$ cat config.mk
export PLATFORM = sky130hd
export DESIGN_NAME = out_bank_ring_ctrl
export DESIGN_NICKNAME = d
export VERILOG_FILES = /design/src/rtl/out_bank_ring_ctrl.sv
export SDC_FILE = /design/constraint.sdc
export NUM_CORES = 1
export LEC_CHECK = 0
export ABC_AREA = 1
export CAP_MARGIN = 20
export CORE_MARGIN = 3
export CORE_UTILIZATION = 45
export CTS_CLUSTER_SIZE = 8
export DETAILED_ROUTE_END_ITERATION = 12
export PLACE_DENSITY = 0.7
export RECOVER_POWER = 25
export SYNTH_ARGS = -nofsm -noshare
export SYNTH_HDL_FRONTEND = slang
export SYNTH_SLANG_ARGS = --single-unit
export TNS_END_PERCENT = 10
$ cat constraint.sdc
create_clock -name clk -period 27.5 [get_ports clk]
set_input_delay 2.75 -clock clk [delete_from_list [all_inputs] [get_ports clk]]
set_output_delay 2.75 -clock clk [all_outputs]
set_load 0.03 [all_outputs]
$ cat src/rtl/out_bank_ring_ctrl.sv
// Output DMA descriptor generator rotating packets through a ring of memory banks.
// Optional OBANK_ERR_CAPTURE_EN: sticky first-error capture into ERR; errored completions keep DONE_WRITE low.
module out_bank_ring_ctrl #(
  parameter int unsigned N_BANKS        = 4,
  parameter int unsigned AXI_ADDR_WIDTH = 32,
  parameter int unsigned AXI_DATA_WIDTH = 32,
  parameter int unsigned AXI_LEN_WIDTH  = 32,
  parameter int unsigned AXI_TAG_WIDTH  = 8,
  parameter int unsigned REG_ADDR_WIDTH = 8
) (
  input  logic                      clk,
  input  logic                      rst,
  input  logic                      reg_wr_en,
  input  logic [REG_ADDR_WIDTH-1:0] reg_wr_addr,
  input  logic [AXI_DATA_WIDTH-1:0] reg_wr_data,
  input  logic                      reg_rd_en,
  input  logic [REG_ADDR_WIDTH-1:0] reg_rd_addr,
  output logic [AXI_DATA_WIDTH-1:0] reg_rd_data,
  input  logic                      o_valid,
  input  logic                      o_ready,
  input  logic                      o_last,
  input  logic [AXI_LEN_WIDTH-1:0]  o_bpt,
  input  logic                      os_valid,
  input  logic [3:0]                os_error,
  input  logic [AXI_TAG_WIDTH-1:0]  os_tag,
  output logic [AXI_ADDR_WIDTH-1:0] m_od_addr,
  output logic [AXI_LEN_WIDTH-1:0]  m_od_len,
  output logic [AXI_TAG_WIDTH-1:0]  m_od_tag,
  output logic                      m_od_valid,
  input  logic                      m_od_ready
);

  localparam int unsigned IDX_W = (N_BANKS > 1) ? $clog2(N_BANKS) : 1;
  localparam int unsigned CNT_W = $clog2(N_BANKS + 1);
  localparam int unsigned OUT_W = 8;

  logic                      r_start;
  logic [CNT_W-1:0]          r_n_active;
  logic [IDX_W-1:0]          r_cur_idx;
  logic                      r_got_last;
  logic                      r_o_done;
  logic [OUT_W-1:0]          r_outstanding;
  logic [N_BANKS-1:0]        r_done_read;
  logic [N_BANKS-1:0]        r_done_write;
  logic [AXI_ADDR_WIDTH-1:0] r_base  [N_BANKS];
  logic [AXI_LEN_WIDTH-1:0]  r_bytes [N_BANKS];
  logic                      r_od_valid;
  logic [AXI_ADDR_WIDTH-1:0] r_od_addr;
  logic [AXI_LEN_WIDTH-1:0]  r_od_len;
  logic [AXI_TAG_WIDTH-1:0]  r_od_tag;
  logic [AXI_DATA_WIDTH-1:0] r_rd_data;

  logic                      w_start;
  logic [CNT_W-1:0]          w_last_idx;
  logic [IDX_W-1:0]          w_nxt;
  logic                      w_issue;
  logic                      w_beat_last;
  logic                      w_tag_ok;
  logic                      w_cpl;
  logic [IDX_W-1:0]          w_cpl_idx;
  logic                      w_hs;
  logic                      w_dw_set;
  logic [CNT_W-1:0]          w_nact_wr;
  logic [AXI_DATA_WIDTH-1:0] w_rd_data;
  logic [AXI_DATA_WIDTH-1:0] w_err_rd;

  assign w_start     = reg_wr_en && (reg_wr_addr == '0) && reg_wr_data[0];
  assign w_last_idx  = r_n_active - CNT_W'(1);
  assign w_nxt       = (CNT_W'(r_cur_idx) >= w_last_idx) ? '0 : r_cur_idx + IDX_W'(1);
  assign w_issue     = o_valid && r_got_last && r_done_read[w_nxt] && !r_od_valid && !w_start;
  assign w_beat_last = o_valid && o_ready && o_last;
  assign w_tag_ok    = 32'(os_tag) < 32'(r_n_active);
  assign w_cpl       = os_valid && w_tag_ok;
  assign w_cpl_idx   = IDX_W'(os_tag);
  assign w_hs        = r_od_valid && m_od_ready;

`ifdef OBANK_ERR_CAPTURE_EN
  logic [AXI_DATA_WIDTH-1:0] r_err;
  logic                      w_err_evt;
  logic [31:0]               w_err_val;

  assign w_dw_set  = (os_error == 4'd0);
  assign w_err_evt = os_valid && ((os_error != 4'd0) || !w_tag_ok);
  assign w_err_val = {1'b1, 15'd0, 8'(os_tag), 4'd0, os_error};
  assign w_err_rd  = r_err;

  // First error is sticky until the next START.
  always_ff @(posedge clk or posedge rst) begin
    if (rst) begin
      r_err <= '0;
    end else if (w_start) begin
      r_err <= '0;
    end else if (w_err_evt && (r_err == '0)) begin
      r_err <= AXI_DATA_WIDTH'(w_err_val);
    end
  end
`else
  logic w_unused;

  assign w_dw_set = 1'b1;
  assign w_err_rd = '0;
  assign w_unused = ^os_error;
`endif

  // N_ACTIVE writes are clamped into the legal ring size.
  always_comb begin
    w_nact_wr = CNT_W'(N_BANKS);
    if (reg_wr_data < AXI_DATA_WIDTH'(2)) begin
      w_nact_wr = CNT_W'(2);
    end else if (reg_wr_data <= AXI_DATA_WIDTH'(N_BANKS)) begin
      w_nact_wr = CNT_W'(reg_wr_data);
    end
  end

  always_comb begin
    w_rd_data = '0;
    case (reg_rd_addr)
      REG_ADDR_WIDTH'(0): w_rd_data = AXI_DATA_WIDTH'(r_start);
      REG_ADDR_WIDTH'(1): w_rd_data = AXI_DATA_WIDTH'(r_n_active);
      REG_ADDR_WIDTH'(2): w_rd_data = AXI_DATA_WIDTH'(r_o_done);
      REG_ADDR_WIDTH'(3): w_rd_data = w_err_rd;
      REG_ADDR_WIDTH'(4): w_rd_data = AXI_DATA_WIDTH'({r_outstanding, 8'(r_cur_idx)});
      default:            w_rd_data = '0;
    endcase
    for (int unsigned b = 0; b < N_BANKS; b++) begin
      if (reg_rd_addr == REG_ADDR_WIDTH'(8 + 4 * b)) w_rd_data = AXI_DATA_WIDTH'(r_base[b]);
      if (reg_rd_addr == REG_ADDR_WIDTH'(9 + 4 * b)) w_rd_data = AXI_DATA_WIDTH'(r_done_read[b]);
      if (reg_rd_addr == REG_ADDR_WIDTH'(10 + 4 * b)) w_rd_data = AXI_DATA_WIDTH'(r_done_write[b]);
      if (reg_rd_addr == REG_ADDR_WIDTH'(11 + 4 * b)) w_rd_data = AXI_DATA_WIDTH'(r_bytes[b]);
    end
  end

  // Software writes come first so same-cycle hardware updates override them.
  always_ff @(posedge clk or posedge rst) begin
    if (rst) begin
      r_start       <= 1'b0;
      r_n_active    <= CNT_W'(2);
      r_cur_idx     <= IDX_W'(N_BANKS - 1);
      r_got_last    <= 1'b1;
      r_o_done      <= 1'b0;
      r_outstanding <= '0;
      r_done_read   <= '1;
      r_done_write  <= '0;
      for (int unsigned b = 0; b < N_BANKS; b++) begin
        r_base[b]  <= '0;
        r_bytes[b] <= '0;
      end
    end else begin
      r_start <= w_start;
      if (reg_wr_en && (reg_wr_addr == REG_ADDR_WIDTH'(1))) r_n_active <= w_nact_wr;
      for (int unsigned b = 0; b < N_BANKS; b++) begin
        if (reg_wr_en && (reg_wr_addr == REG_ADDR_WIDTH'(8 + 4 * b))) begin
          r_base[b] <= AXI_ADDR_WIDTH'(reg_wr_data);
        end
        if (reg_wr_en && (reg_wr_addr == REG_ADDR_WIDTH'(9 + 4 * b))) begin
          r_done_read[b] <= reg_wr_data[0];
        end
      end

      if (w_start) begin
        r_cur_idx     <= IDX_W'(w_last_idx);
        r_done_read   <= '1;
        r_done_write  <= '0;
        r_outstanding <= '0;
        r_o_done      <= 1'b0;
        r_got_last    <= 1'b1;
      end else begin
        if (w_issue) begin
          r_done_read[w_nxt]  <= 1'b0;
          r_done_write[w_nxt] <= 1'b0;
          r_bytes[w_nxt]      <= o_bpt;
          r_cur_idx           <= w_nxt;
          r_got_last          <= 1'b0;
        end
        if (w_beat_last) r_got_last <= 1'b1;
        if (w_cpl && w_dw_set) r_done_write[w_cpl_idx] <= 1'b1;

        unique case ({w_hs, w_cpl})
          2'b10: if (r_outstanding != '1) r_outstanding <= r_outstanding + OUT_W'(1);
          2'b01: if (r_outstanding != '0) r_outstanding <= r_outstanding - OUT_W'(1);
          default: ;
        endcase

        if (o_valid) begin
          r_o_done <= 1'b0;
        end else if (r_got_last && (r_outstanding == '0) && !r_od_valid) begin
          r_o_done <= 1'b1;
        end
      end
    end
  end

  // Descriptor holding register; fields stay stable until accepted.
  always_ff @(posedge clk or posedge rst) begin
    if (rst) begin
      r_od_valid <= 1'b0;
      r_od_addr  <= '0;
      r_od_len   <= '0;
      r_od_tag   <= '0;
    end else if (w_issue) begin
      r_od_valid <= 1'b1;
      r_od_addr  <= r_base[w_nxt];
      r_od_len   <= o_bpt;
      r_od_tag   <= AXI_TAG_WIDTH'(w_nxt);
    end else if (m_od_ready) begin
      r_od_valid <= 1'b0;
    end
  end

  always_ff @(posedge clk or posedge rst) begin
    if (rst) begin
      r_rd_data <= '0;
    end else if (reg_rd_en) begin
      r_rd_data <= w_rd_data;
    end
  end

  assign reg_rd_data = r_rd_data;
  assign m_od_valid  = r_od_valid;
  assign m_od_addr   = r_od_addr;
  assign m_od_len    = r_od_len;
  assign m_od_tag    = r_od_tag;

endmodule

Word-level counts from Yosys, hierarchy flattened --
Cells that the tools add are included.
Word-level totals: output and inout port bits 105, register bits after elaboration 379
Operators by class: $add $sub $neg 4, eq/ne operators 33, bitwise logic cells 6, muxes and demuxes 56, magnitude comparators 10, reductions and logical operators 37
Operators by type and width (number):
- two-way mux 32 bit | 19
- bitwise mux 128 bit | 1
- equality test 8 x 4 -> 1 bit (second input constant) | 12
- equality test 8 x 5 -> 1 bit (second input constant) | 12
- binary-select mux 32 bit (select 2 bit) | 1
- demux 32 bit (select 2 bit) | 1
- case mux 16 bit (4 select lines) | 1
- <= comparator 32 x 3 -> 1 bit (second input constant) | 1
- < comparator 32 x 2 -> 1 bit (second input constant) | 1
- logical AND 1 bit | 24
- logical NOT 8 bit | 3
- two-way mux 4 bit | 6
- two-way mux 8 bit | 3
- equality test 8 x 1 -> 1 bit (second input constant) | 2
- case mux 8 bit (2 select lines) | 1
- two-way mux 1 bit | 15
- nonzero test 3 bit | 3
- adder 8 x 1 -> 8 bit (second input constant) | 1
- AND 4 bit | 2
- equality test 8 x 2 -> 1 bit (second input constant) | 1
- equality test 8 x 3 -> 1 bit (second input constant) | 1
- < comparator 8 x 3 -> 1 bit | 1
- inequality test 8 bit (second input constant) | 1
- nonzero test 8 bit | 1
- 23 further kinds | 32

Depth between registers and ports, before layout --
depth after elaboration 18, depth in mapped cells 18, gate-level depth less buffers 18

Worst setup path before layout --
OpenSTA, ideal clock, no wires.
path type input to register, start point in os_tag[1], end point reg r_outstanding[7], slack 22287 ps, data arrival time 5083 ps, setup time 130 ps, stages on the path 17, cell sequence ha_1 > a21boi_0 > o21ai_0 > nand2_1 > nor2_1 > ha_1 > a21oi_1 > nand2_1 > nand2_1 > nand2_1 > a21oi_1 > inv_1 > nand2_1 > nand2_1 > a21oi_1 > xor2_1 > o22ai_1
On the way: word-level cells in the longest chain between the ends 5
RTL lines:
- start, declared | line 25 | input logic [AXI_TAG_WIDTH-1:0] os_tag,
- < comparator 8 x 3 -> 1 bit * | line 72 | assign w_tag_ok = 32'(os_tag) < 32'(r_n_active);
- logical AND 1 bit * | line 73 | assign w_cpl = os_valid && w_tag_ok;
- equality test 2 x 1 -> 1 bit / equality test 2 bit (equally long branches) | line 178 | unique case ({w_hs, w_cpl})
- inequality test 3 bit (no line) (tied with other cells)
- AND reduction 3 bit (no line) / two-way mux 8 bit (equally long branches)
- end signal, assigned | line 179 | 2'b10: if (r_outstanding != '1) r_outstanding <= r_outstanding + OUT_W'(1);
- end signal, assigned | line 180 | 2'b01: if (r_outstanding != '0) r_outstanding <= r_outstanding - OUT_W'(1);
- end, declared | line 42 | logic [OUT_W-1:0] r_outstanding;
Mark *: on every way between the ends. The rest lies on a longest branch, timed or not. A chain may end at the register's enable or synchronous reset.

==> flow_metrics.env <==
export IMPL_totalNegativeSetupSlack_ps=0
export IMPL_port_buffer_count=195
export IMPL_synth_compound_area_share_pct=17.7
export IMPL_ctsHtreeMaxLevel=2
export IMPL_vdd_ir_drop_max_mv=0.0597
export IMPL_detail_route_iter0_violations=1629
export IMPL_gr_met1_demand_resource_pct=35.1
export IMPL_max_cap_violations=3
export IMPL_synth_yosys_seq_area_share_pct=55.4
export IMPL_worstSetupStartpointType="primary input"
export IMPL_cp_required_ps=28030
export IMPL_layout_min_cycle_time_ps=9970
export IMPL_netlist_instances=2003
export IMPL_synth_top_cells_by_area="sky130_fd_sc_hd__dfrtp_1, sky130_fd_sc_hd__nand2_1, sky130_fd_sc_hd__o21ai_0, sky130_fd_sc_hd__inv_1, sky130_fd_sc_hd__nor2_1"
export IMPL_clkSlewWorstSetupHoldPaths_ps=50
export IMPL_grt_pass1_vias=15000
export IMPL_grt_antenna_before_repair=0
export IMPL_finalSetupViolCount=0
export IMPL_layout_drive_gt1_share_pct=5.26
export IMPL_hold_start="m_od_addr[6]$_DFFE_PP0P_"
export IMPL_wirelength_um=53200
export IMPL_cts_tree="built"
export IMPL_clock_sinks=379
export IMPL_core_area_um2=37000
export IMPL_hold_path_class="flip-flop to flip-flop"
export IMPL_wire_length_of_the_first_global_routing_pass_um=83300
export IMPL_fin_nets=2289
export IMPL_synth_cell_type_count=53
export IMPL_top_usage_layer="met2"
export IMPL_netlist_area_um2=17100
export IMPL_synth_top_cell_area_share_pct=54.1
export IMPL_max_slew_vio_count=241
export IMPL_route_detailed_vias_per_inst=5.61
export IMPL_yosys_area_share_simple_pct=18.2
export IMPL_r2r_slack_ps=22380
export IMPL_grt_start_max_net_pins=111
export IMPL_power_density_nw_per_um2=84.6
export IMPL_postCtsSetupRepairBufs=0
export IMPL_synth_async_sr_flop_share_pct=100
export IMPL_dominant_combinational_cell_family_by_area_after_synthesis="simple AND/OR/NAND/NOR gates"
export IMPL_startpoint="rst"
export IMPL_nFillCells=3358
export IMPL_clkLatencyLatePin_ps=560
export IMPL_layout_area_seq_um2=9490
export IMPL_holdBufCountCts=0
export IMPL_grt_met3_usage_pct=5.52
export IMPL_die_width_um=201
export IMPL_critical_path_arrival_ps=10500
export IMPL_synth_warnings=0
export IMPL_cts_root_buf="sky130_fd_sc_hd__clkbuf_16"
export IMPL_power_leakage_nw=9.44
export IMPL_vias=15100
export IMPL_max_freq_mhz=100
export IMPL_total_number_of_placement_rows=70
export IMPL_ports=206
export IMPL_area_of_the_die_um2=40500
export IMPL_synthMuxAreaShare_pct=0
export IMPL_first_pass_iters=6
export IMPL_worst_slew_pin_slew_ps=4830
export IMPL_ys_dominant_reg_cell="sky130_fd_sc_hd__dfrtp_1"
export IMPL_synth_ff_latch_count=379
export IMPL_synth_xor_xnor_area_share_pct=0.306
export IMPL_post_synth_top_area_cell="sky130_fd_sc_hd__dfrtp_1"
export IMPL_fin_worst_skew_ps=23.0
export IMPL_start_util_pct=46.3
export IMPL_worst_r2r_startpoint="r_n_active[1]$_DFFE_PP1P_"
export IMPL_antenna_cells_inserted=0
export IMPL_failing_checks="capacitance limit, slew limit"
export IMPL_dp_final_hpwl_um=33500
export IMPL_multi_input_comb_area_um2=6410
export IMPL_die_h_um=201
export IMPL_postCtsResizedCells=0
export IMPL_outcome="finished with violations"
export IMPL_route_detailed_wl_per_inst_um=19.8
export IMPL_synth_avg_cell_area_um2=8.56
export IMPL_cts_buffer_depth=3
export IMPL_synth_edff_count=0
export IMPL_finalCoreUtilization_pct=56.2
export IMPL_crit_path_end_kind="asynchronous set/reset pin"
export IMPL_postRouteAntennaNets=0
export IMPL_globalplace_congestion=0.900
export IMPL_post_synth_fa_ha_maj_area_fraction_pct=0.919
export IMPL_rsz0062_at_grt="false"
export IMPL_path_max_fanout=110
export IMPL_worst_slew_margin_rel_pct=-223
export IMPL_use_met2_pct=41.7
export IMPL_tritoncts_num_buffers=53
export IMPL_worst_setup_path_type="primary input to asynchronous set/reset pin"
export IMPL_layout_worst_path_cycle_share_pct=36.3
export IMPL_grt_usage_pct=25.9
export IMPL_finalHoldViolations=0
export IMPL_flow_area_growth_from_synthesis_pct=21.5
export IMPL_remaining_drc_errors=0
export IMPL_overflow=0
==> power by group <==
group,internal [mW],total (mW),switching (mW)
Combinational,0.148,0.436,0.288
Clock,0.355,0.582,0.226
Sequential,0.675,0.744,0.0690
==> cell usage in the layout, fill, tap and decap left out, drive strengths merged, types with 2 or more instances in the layout <==
master,count
dlygate4sd3,11
o22ai,23
a22oi,6
dfrtp,371
inv,184
o2111ai,14
a31oi,28
conb,6
clkdlybuf4s50,183
a2111oi,8
nor3,12
a211oi,9
ha,11
clkinv,6
clkbuf,65
buf,25
o21ai,323
and3,2
a221oi,33
nand4,10
nand2,615
nand3,39
o211ai,24
xnor2,3
a21oi,38
nor2,94
or2,2
xor2,3
dfstp,8
o221ai,7
nor4,13
==> worst max-delay path, cell delays in order <==
cell,delay (ps)
sky130_fd_sc_hd__dlygate4sd3_1,550
sky130_fd_sc_hd__clkinvlp_2,2660
sky130_fd_sc_hd__clkbuf_1,2510
sky130_fd_sc_hd__buf_4,1000
sky130_fd_sc_hd__buf_4,870
==> cell type report <==
class / instances / area share [%]
Clock buffer: 63 / 6.65
Clock inverter: 2 / 0.222
Inverter: 190 / 3.44
Multi-Input combinational cell: 1331 / 30.8
Sequential cell: 379 / 45.6
Tap cell: 504 / 3.03
Timing Repair Buffer: 221 / 10.3
==> registers in the layout, summed over array words and instances, names as in the netlist <==
name / count
r_o_done: 1
r_got_last: 1
m_od_addr: 32
r_done_write: 4
m_od_len: 32
r_bytes: 128
reg_rd_data: 32
r_base: 128
m_od_tag: 2
r_outstanding: 8
m_od_valid: 1
r_n_active: 3
r_done_read: 4
r_cur_idx: 2
r_start: 1
==> kinds of logic (layout without fill, tap and decap cells) <==
| family | after synthesis | count (layout) |
|---|---|---|
| AOI/OAI and AO/OA | 520 | 520 |
| xor gates and xnor gates | 6 | 6 |
| adders and majority gates | 12 | 12 |
| buffers and inverters | 298 | 476 |
| DFF | 379 | 379 |
| other | 1 | 6 |
| and+or+nand+nor | 787 | 787 |
==> layer usage <==
layer  vias up  share of wire, %
met5         -                 0
met4         0               3.3
met3       126               9.0
met2       709                46
met1      7273                42
li1       6973                 -
==> Yosys cell counts (all sizes together), types with 10 or more instances <==
cell     count
o211ai      24
a221oi      33
inv        186
nand2      615
o22ai       23
nand4       10
nand3       39
nor4        13
nor3        12
a21oi       38
o21ai      323
buf         36
o2111ai     14
a31oi       28
clkbuf      72
nor2        94
dfrtp      371
ha          11
==> worst paths after layout <==
check	endpoint	cells after the start
max in group clk	r_done_write[2]$_DFF_PP0_	10
worst max register to register	r_done_write[2]$_DFF_PP0_	17
worst min-delay path	m_od_addr[6]$_DFFE_PP0P_	2
worst min register to register	m_od_addr[6]$_DFFE_PP0P_	2
worst max-delay path	m_od_len[7]$_DFFE_PP0P_	5
min in group asynchronous	m_od_addr[31]$_DFFE_PP0P_	2
==> stage by stage <==
step	hold slack [ps]	power, mW	std cells	cell area (um2)	setup WS (ps)
6_report	467	1.76	2690	20800	17530
5_1_grt	483	1.85	2690	20800	16110
4_1_cts	471	1.77	2689	20800	21280
3_5_place_dp	459	1.18	2624	19400	20720
3_3_place_gp	458	1.17	2624	19400	20740
2_1_floorplan	446	1.00	2008	17200	14230
No activity file was read; power rests on OpenSTA's default activity.
